`config.mk`:
```
export PLATFORM = sky130hd
export DESIGN_NAME = reg_bank_pc
export DESIGN_NICKNAME = d
export VERILOG_FILES = /design/src/rtl/reg_bank_pc_pkg.sv /design/src/rtl/reg_bank_pc_pc_next_calc.sv /design/src/rtl/reg_bank_pc.sv
export SDC_FILE = /design/constraint.sdc
export NUM_CORES = 1
export LEC_CHECK = 0
export CAP_MARGIN = 40
export CORE_ASPECT_RATIO = 0.5
export CORE_MARGIN = 4
export CORE_UTILIZATION = 30
export CTS_BUF_LIST = sky130_fd_sc_hd__clkbuf_8
export CTS_CLUSTER_SIZE = 40
export DETAILED_ROUTE_END_ITERATION = 8
export SLEW_MARGIN = 20
export SYNTH_ARGS = -nofsm -noshare
export SYNTH_HDL_FRONTEND = slang
export SYNTH_SLANG_ARGS = --single-unit
```
`constraint.sdc`:
```
create_clock -name clk -period 7.2 [get_ports clk]
set_input_delay 0.72 -clock clk [delete_from_list [all_inputs] [get_ports clk]]
set_output_delay 0.72 -clock clk [all_outputs]
set_load 0.01 [all_outputs]
```
`src/rtl/reg_bank_pc_pkg.sv`:
```
// rtl/reg_bank_pc_pkg.sv - shared constants and helpers for the register bank / PC
package reg_bank_pc_pkg;

  typedef logic [15:0] word_t;
  typedef logic [3:0]  reg_addr_t;

  // Architectural register indices
  localparam reg_addr_t REG_PC = 4'd0;
  localparam reg_addr_t REG_SP = 4'd1;
  localparam reg_addr_t REG_SR = 4'd2;
  localparam reg_addr_t REG_CG = 4'd3;

  // Status register flag positions
  localparam int SR_C = 0;
  localparam int SR_Z = 1;
  localparam int SR_N = 2;
  localparam int SR_V = 8;

  localparam word_t PC_STEP = 16'd2;

  // Signed word offset to byte displacement: sign-extend and scale by two
  function automatic word_t branch_disp(input logic [9:0] off);
    return {{5{off[9]}}, off, 1'b0};
  endfunction

endpackage

```
`src/rtl/reg_bank_pc_pc_next_calc.sv`:
```
// rtl/reg_bank_pc_pc_next_calc.sv - next-PC priority mux with branch adder
module pc_next_calc (
  input  logic [15:0] pc_q_i,
  input  logic        branch_en_i,
  input  logic [9:0]  pc_offset_i,
  input  logic        wr_pc_i,
  input  logic [15:0] wr_data_i,
  input  logic        pc_inc_i,
  input  logic        en_pc_2_i,
  output logic [15:0] pc_d_o
);
  import reg_bank_pc_pkg::*;

  // Branch beats an explicit PC write, which beats the sequential step; PC stays word aligned
  always_comb begin
    pc_d_o = pc_q_i;
    if (branch_en_i) begin
      pc_d_o = pc_q_i + branch_disp(pc_offset_i);
    end else if (wr_pc_i) begin
      pc_d_o = wr_data_i;
    end else if (pc_inc_i && en_pc_2_i) begin
      pc_d_o = pc_q_i + PC_STEP;
    end
    pc_d_o[0] = 1'b0;
  end

endmodule

```
`src/rtl/reg_bank_pc.sv`:
```
// rtl/reg_bank_pc.sv - register file with PC, SP, SR and constant generator
module reg_bank_pc #(
  parameter logic [15:0] RESET_VECTOR = 16'h0000,
  parameter logic [15:0] SP_INIT      = 16'h0400,
  parameter bit          BYPASS       = 1'b1
) (
  input  logic        clk,
  input  logic        rst,
  input  logic [3:0]  src_reg,
  input  logic [3:0]  dst_reg,
  input  logic [3:0]  wr_reg,
  input  logic        wr_en,
  input  logic [15:0] wr_data,
  input  logic        pc_inc,
  input  logic        en_pc_2,
  input  logic        branch_en,
  input  logic [9:0]  pc_offset,
  input  logic        flags_we,
  input  logic [3:0]  flags_in,
  output logic [15:0] src_data,
  output logic [15:0] dst_data,
  output logic [15:0] pc_out,
  output logic [15:0] sp_out,
  output logic [15:0] sr_out
);
  import reg_bank_pc_pkg::*;

  localparam logic [15:0] PC_RST = {RESET_VECTOR[15:1], 1'b0};
  localparam logic [15:0] SP_RST = {SP_INIT[15:1], 1'b0};

  logic [15:0] regs_q [16];
  logic [15:0] regs_d [16];
  logic [15:0] pc_d;
  logic [15:0] wr_store;
  logic        wr_pc;
  logic        wr_gp;

  assign wr_pc = wr_en && (wr_reg == REG_PC);
  assign wr_gp = wr_en && (wr_reg != REG_PC) && (wr_reg != REG_CG);

  // Value that a write actually commits: PC and SP are kept word aligned
  always_comb begin
    wr_store = wr_data;
    if (wr_reg == REG_PC || wr_reg == REG_SP) begin
      wr_store[0] = 1'b0;
    end
  end

  pc_next_calc u_pc_next (
    .pc_q_i      (regs_q[REG_PC]),
    .branch_en_i (branch_en),
    .pc_offset_i (pc_offset),
    .wr_pc_i     (wr_pc),
    .wr_data_i   (wr_data),
    .pc_inc_i    (pc_inc),
    .en_pc_2_i   (en_pc_2),
    .pc_d_o      (pc_d)
  );

  // Next state: PC from the priority mux, flags merged into SR, then explicit write overrides
  always_comb begin
    for (int i = 0; i < 16; i++) begin
      regs_d[i] = regs_q[i];
    end
    regs_d[REG_PC] = pc_d;
    if (flags_we) begin
      regs_d[REG_SR][SR_C] = flags_in[0];
      regs_d[REG_SR][SR_Z] = flags_in[1];
      regs_d[REG_SR][SR_N] = flags_in[2];
      regs_d[REG_SR][SR_V] = flags_in[3];
    end
    if (wr_gp) begin
      regs_d[wr_reg] = wr_store;
    end
    regs_d[REG_CG] = 16'h0000;
  end

  // Register storage; R3 is pinned to zero and optimises away
  always_ff @(posedge clk or posedge rst) begin
    if (rst) begin
      for (int i = 0; i < 16; i++) begin
        regs_q[i] <= 16'h0000;
      end
      regs_q[REG_PC] <= PC_RST;
      regs_q[REG_SP] <= SP_RST;
    end else begin
      for (int i = 0; i < 16; i++) begin
        regs_q[i] <= regs_d[i];
      end
    end
  end

  // Source read port with same-cycle write forwarding; suppressed during reset
  always_comb begin
    src_data = regs_q[src_reg];
    if (BYPASS && !rst && wr_en && (wr_reg == src_reg)) begin
      src_data = wr_store;
    end
    if (src_reg == REG_CG) begin
      src_data = 16'h0000;
    end
  end

  // Destination read port, same forwarding rules as the source port
  always_comb begin
    dst_data = regs_q[dst_reg];
    if (BYPASS && !rst && wr_en && (wr_reg == dst_reg)) begin
      dst_data = wr_store;
    end
    if (dst_reg == REG_CG) begin
      dst_data = 16'h0000;
    end
  end

  assign pc_out = regs_q[REG_PC];
  assign sp_out = regs_q[REG_SP];
  assign sr_out = regs_q[REG_SR];

endmodule

```
==> metrics.md <==
| Metric | Value |
|---|---|
| Gate count of the mapped netlist | 1,227 |
| VDD IR max | 0.131 mV |
| Share of flip-flops with an asynchronous set or reset | 100% |
| Class of the tightest hold or removal check | reg2reg |
| Run status | finished, final reports clean |
| Post-Synth Adder-Cell Area | under 10% |
| Per-cell routed wire length | 22.4 um |
| DRC marker count from the first detailed-route iteration | between 800 and 900 |
| Endpoint of the worst-slack reg-to-reg timing path | pc_out[13]$_DFF_PP0_ |
| Layout Nets | 1,353 |
| P_leak | 7.13 nW |
| Cts bufs inserted | 42 |
| Count of max-cap constraint violations | 0 |
| Total wire length | around 44,000 um |
| Number of instances in the placed design | between 1,500 and 2,000 |
| Post-CTS setup repair buffer count | 0 |
| Vert. Die Dim | 166 um |
| Relative slew margins | 26.1% |
| Final RePlAce weighted congestion | about 0.86 |
| Proportion of synthesized chip area in sequential cells | 40.1% |
| Data arrival time of the worst path | between 3 and 4 ns |
| Cell area power density | 286 nW/um2 |
| Footprint of the multi-input gates | approximately 8000 um2 |
| Basic-gate share of the synthesized area counting and, or, nand and nor cells | 6.42% |
| Predominant post-synthesis flop cell | sky130_fd_sc_hd__dfrtp_1 |
| Reg2reg setup slack | approximately 4.6 ns |
| Number of instances resized during post-cts repair | 0 |
| Combinational family with the most area after synthesis | multiplexers |
| Crit start category | primary input |
| Setup TNS after final layout | 0 ns |
| Average via count per standard cell | 5.30 |
| Mean cell area of the mapped netlist | 12.2 um2 |
| Achievable Freq | 0.229 GHz |
| Pin count of the biggest net entering global routing | 173 |
| Post-synthesis xor/xnor area fraction | 1.87% |
| Final setup vio count | 0 |
| Kind of end point of the critical path | output pin |
| Clock tree root driver cell | sky130_fd_sc_hd__clkbuf_8 |
| Number of detailed-route iterations in the first pass | 5 |
| Floorplan core area | ~50,000 um2 |
| CTS tree | yes |
| Final hold violation count | 0 |
| Number of distinct library cells after synthesis | between 50 and 60 |
| Largest fanout of any net on the critical path | 28 |
| Synth Area in Compound Gates | 6.89% |
| Minimum clock period | 4.37 ns |
| Global-route wire length before repair | around 68,000 um |
| Clock latency reported for the late side of the worst-skew pair | roughly 0.54 ns |
| Post-route clock period utilization | 60.6% |
| Number of levels the H-tree was split into | 2 |
| Num rows | between 50 and 60 |
| Reg area | 6010 um2 |
| Sinks on Clock Net | 240 |
| Maximum buffer depth of the clock tree | 3 |
| Clock Skews | 0.00988 ns |
| Remaining number of nets flagged by the antenna check after routing | 0 |
| Syn. warnings | 0 |
| WS Path Type | in2out |
| Number of remaining DRC errors | 0 |
| Antenna cells | 0 |
| Worst endpoint required time | 6.48 ns |
| I/O pin total | 129 |
| Worst Max-Slew Pin Slew | 1.11 ns |
| Die Area | 53,800 um2 |
| FF-to-FF path depth | 9 |
| Number of antenna violations at the first check in global routing | 0 |
| Vias in the first global route | ~11,000 |
| Syn nets | 1,292 |
| DR vias | between 10,000 and 15,000 |
| Total routing usage reported by global routing | 16.3% |
| Die span in x | about 320 um |
| Instance count along the most critical hold path | 2 |
| Non-filler cells, final | between 1,500 and 2,000 |
| Layout-stage area growth over the synthesis result | 16.1% |
| CTS clk-pin slew, worst paths | roughly 0.070 ns |
| HPWL after detailed placement | ~31,000 um |
| Number of buffers added to fix hold violations after cts | 0 |
| Total grt overflow | 0 |
| Effective utilization at floorplan | 30.6% |
| Port Buffers | 128 |
| Mux cell area share after synthesis | between 30 and 40% |
| Worst r2r src | pc_out[1]$_DFF_PP0_ |
| Synthesized cell area | 15,000 um2 |
| Fraction of layout instances using a drive strength above 1 | between 30 and 40% |
| Number of fillers in the final layout | 4,788 |
| Number of max-slew violations in the final report | 0 |
| WHS | 0.511 ns |
| Number of enable flip-flop cells after synthesis | 0 |
| Unrepaired setup endpoints after global routing | no |
| Synthesis-stage register bit count | 240 |
[cell usage after synthesis, drive strengths merged (4+ instances only)]
cell type	n	area share, %
mux4	106	16
xor2	20	1.2
mux2	225	17
and4	4	0.23
dfrtp	239	40
clkbuf	37	0.93
and3	4	0.17
nand3	15	0.57
buf	113	5.0
or3	4	0.17
nor2	62	1.6
o211ai	23	1.2
mux2i	63	4.2
inv	13	0.33
nor3	13	0.43
nor2b	4	0.17
o31ai	15	0.75
a211oi	8	0.40
nand4	4	0.17
xnor2	12	0.70
o21ai	70	2.4
nand2	89	2.2
a21oi	35	1.2
ha	15	1.3
nand2b	6	0.25
[metrics by stage]
stage	setup WS [ns]	area, um2	utilization, %	power, W
after floorplan	3.33	15000	-	0.00321
after global placement	2.72	16400	33.5	0.00378
final	2.83	17400	35.5	0.00498
after global routing	2.72	17400	35.5	0.00528
after detailed placement	2.81	16600	33.9	0.00381
after CTS	2.80	17400	35.5	0.00501
[cells by family after synthesis]
family | Yosys count
compound gates | 169
mux | 394
flops | 240
other cells | 1
xor+xnor | 32
buf+inv | 163
fa+ha+maj | 16
simple gates | 212
[final cells by class]
class | instances | share of cell area (%)
Timing Repair Buffer | 167 | 9.72
Tap cell | 649 | 4.67
Sequential cell | 240 | 34.6
Multi-Input combinational cell | 824 | 46.3
Clock buffer | 49 | 3.88
Clock inverter | 22 | 0.569
Inverter | 13 | 0.302
[worst max-delay path by stage]
stage / from / end / slack (ns) / cells past startpoint
2_1_floorplan: rst / async pin / 3.33 / 1
3_3_place_gp: src_reg[0] / src_data[14] / 2.72 / 7
3_5_place_dp: dst_reg[3] / dst_data[9] / 2.81 / 7
4_1_cts: dst_reg[3] / dst_data[9] / 2.80 / 7
5_1_grt: dst_reg[0] / dst_data[10] / 2.72 / 10
6_report: dst_reg[3] / dst_data[9] / 2.83 / 7
[power breakdown]
group	switching, W	internal, W	leakage [nW]
logic	0.000772	0.000986	3.74
clock network	0.000566	0.000616	0.454
registers	0.000355	0.00168	2.94
[cells in the final DEF, fill, tap and decap left out, types with 6 or more instances in the layout]
master	instances
sky130_fd_sc_hd__clkdlybuf4s50_1	122
sky130_fd_sc_hd__nor3_1	12
sky130_fd_sc_hd__nor2_1	58
sky130_fd_sc_hd__buf_4	28
sky130_fd_sc_hd__xor2_1	20
sky130_fd_sc_hd__clkbuf_8	49
sky130_fd_sc_hd__mux2_2	211
sky130_fd_sc_hd__buf_8	7
sky130_fd_sc_hd__mux2i_1	63
sky130_fd_sc_hd__o31ai_1	14
sky130_fd_sc_hd__inv_1	28
sky130_fd_sc_hd__nand3_1	13
sky130_fd_sc_hd__nand2b_1	6
sky130_fd_sc_hd__mux2_1	14
sky130_fd_sc_hd__a21oi_1	35
sky130_fd_sc_hd__xnor2_1	12
sky130_fd_sc_hd__o21ai_0	62
sky130_fd_sc_hd__dfrtp_1	239
sky130_fd_sc_hd__a211oi_1	8
sky130_fd_sc_hd__mux4_2	106
sky130_fd_sc_hd__ha_1	15
sky130_fd_sc_hd__o21ai_1	7
sky130_fd_sc_hd__o211ai_1	23
sky130_fd_sc_hd__nand2_1	89
[layer usage]
metal	vias to the layer above	wire (um)	track usage, %
li1	4652	-	-
met3	73	2600	3.07
met2	304	21100	27.0
met1	5387	19300	22.0
met4	0	1060	4.39
met5	-	0	0
[worst max-delay path, cell delays in order]
cell and delay (ns):
sky130_fd_sc_hd__clkdlybuf4s50_1 0.45, sky130_fd_sc_hd__buf_4 0.33, sky130_fd_sc_hd__xor2_1 0.12, sky130_fd_sc_hd__nor3_1 0.25, sky130_fd_sc_hd__nand3_2 0.56, sky130_fd_sc_hd__o21ai_0 0.58, sky130_fd_sc_hd__clkdlybuf4s50_1 0.63
No activity file was read; power rests on OpenSTA's default activity.
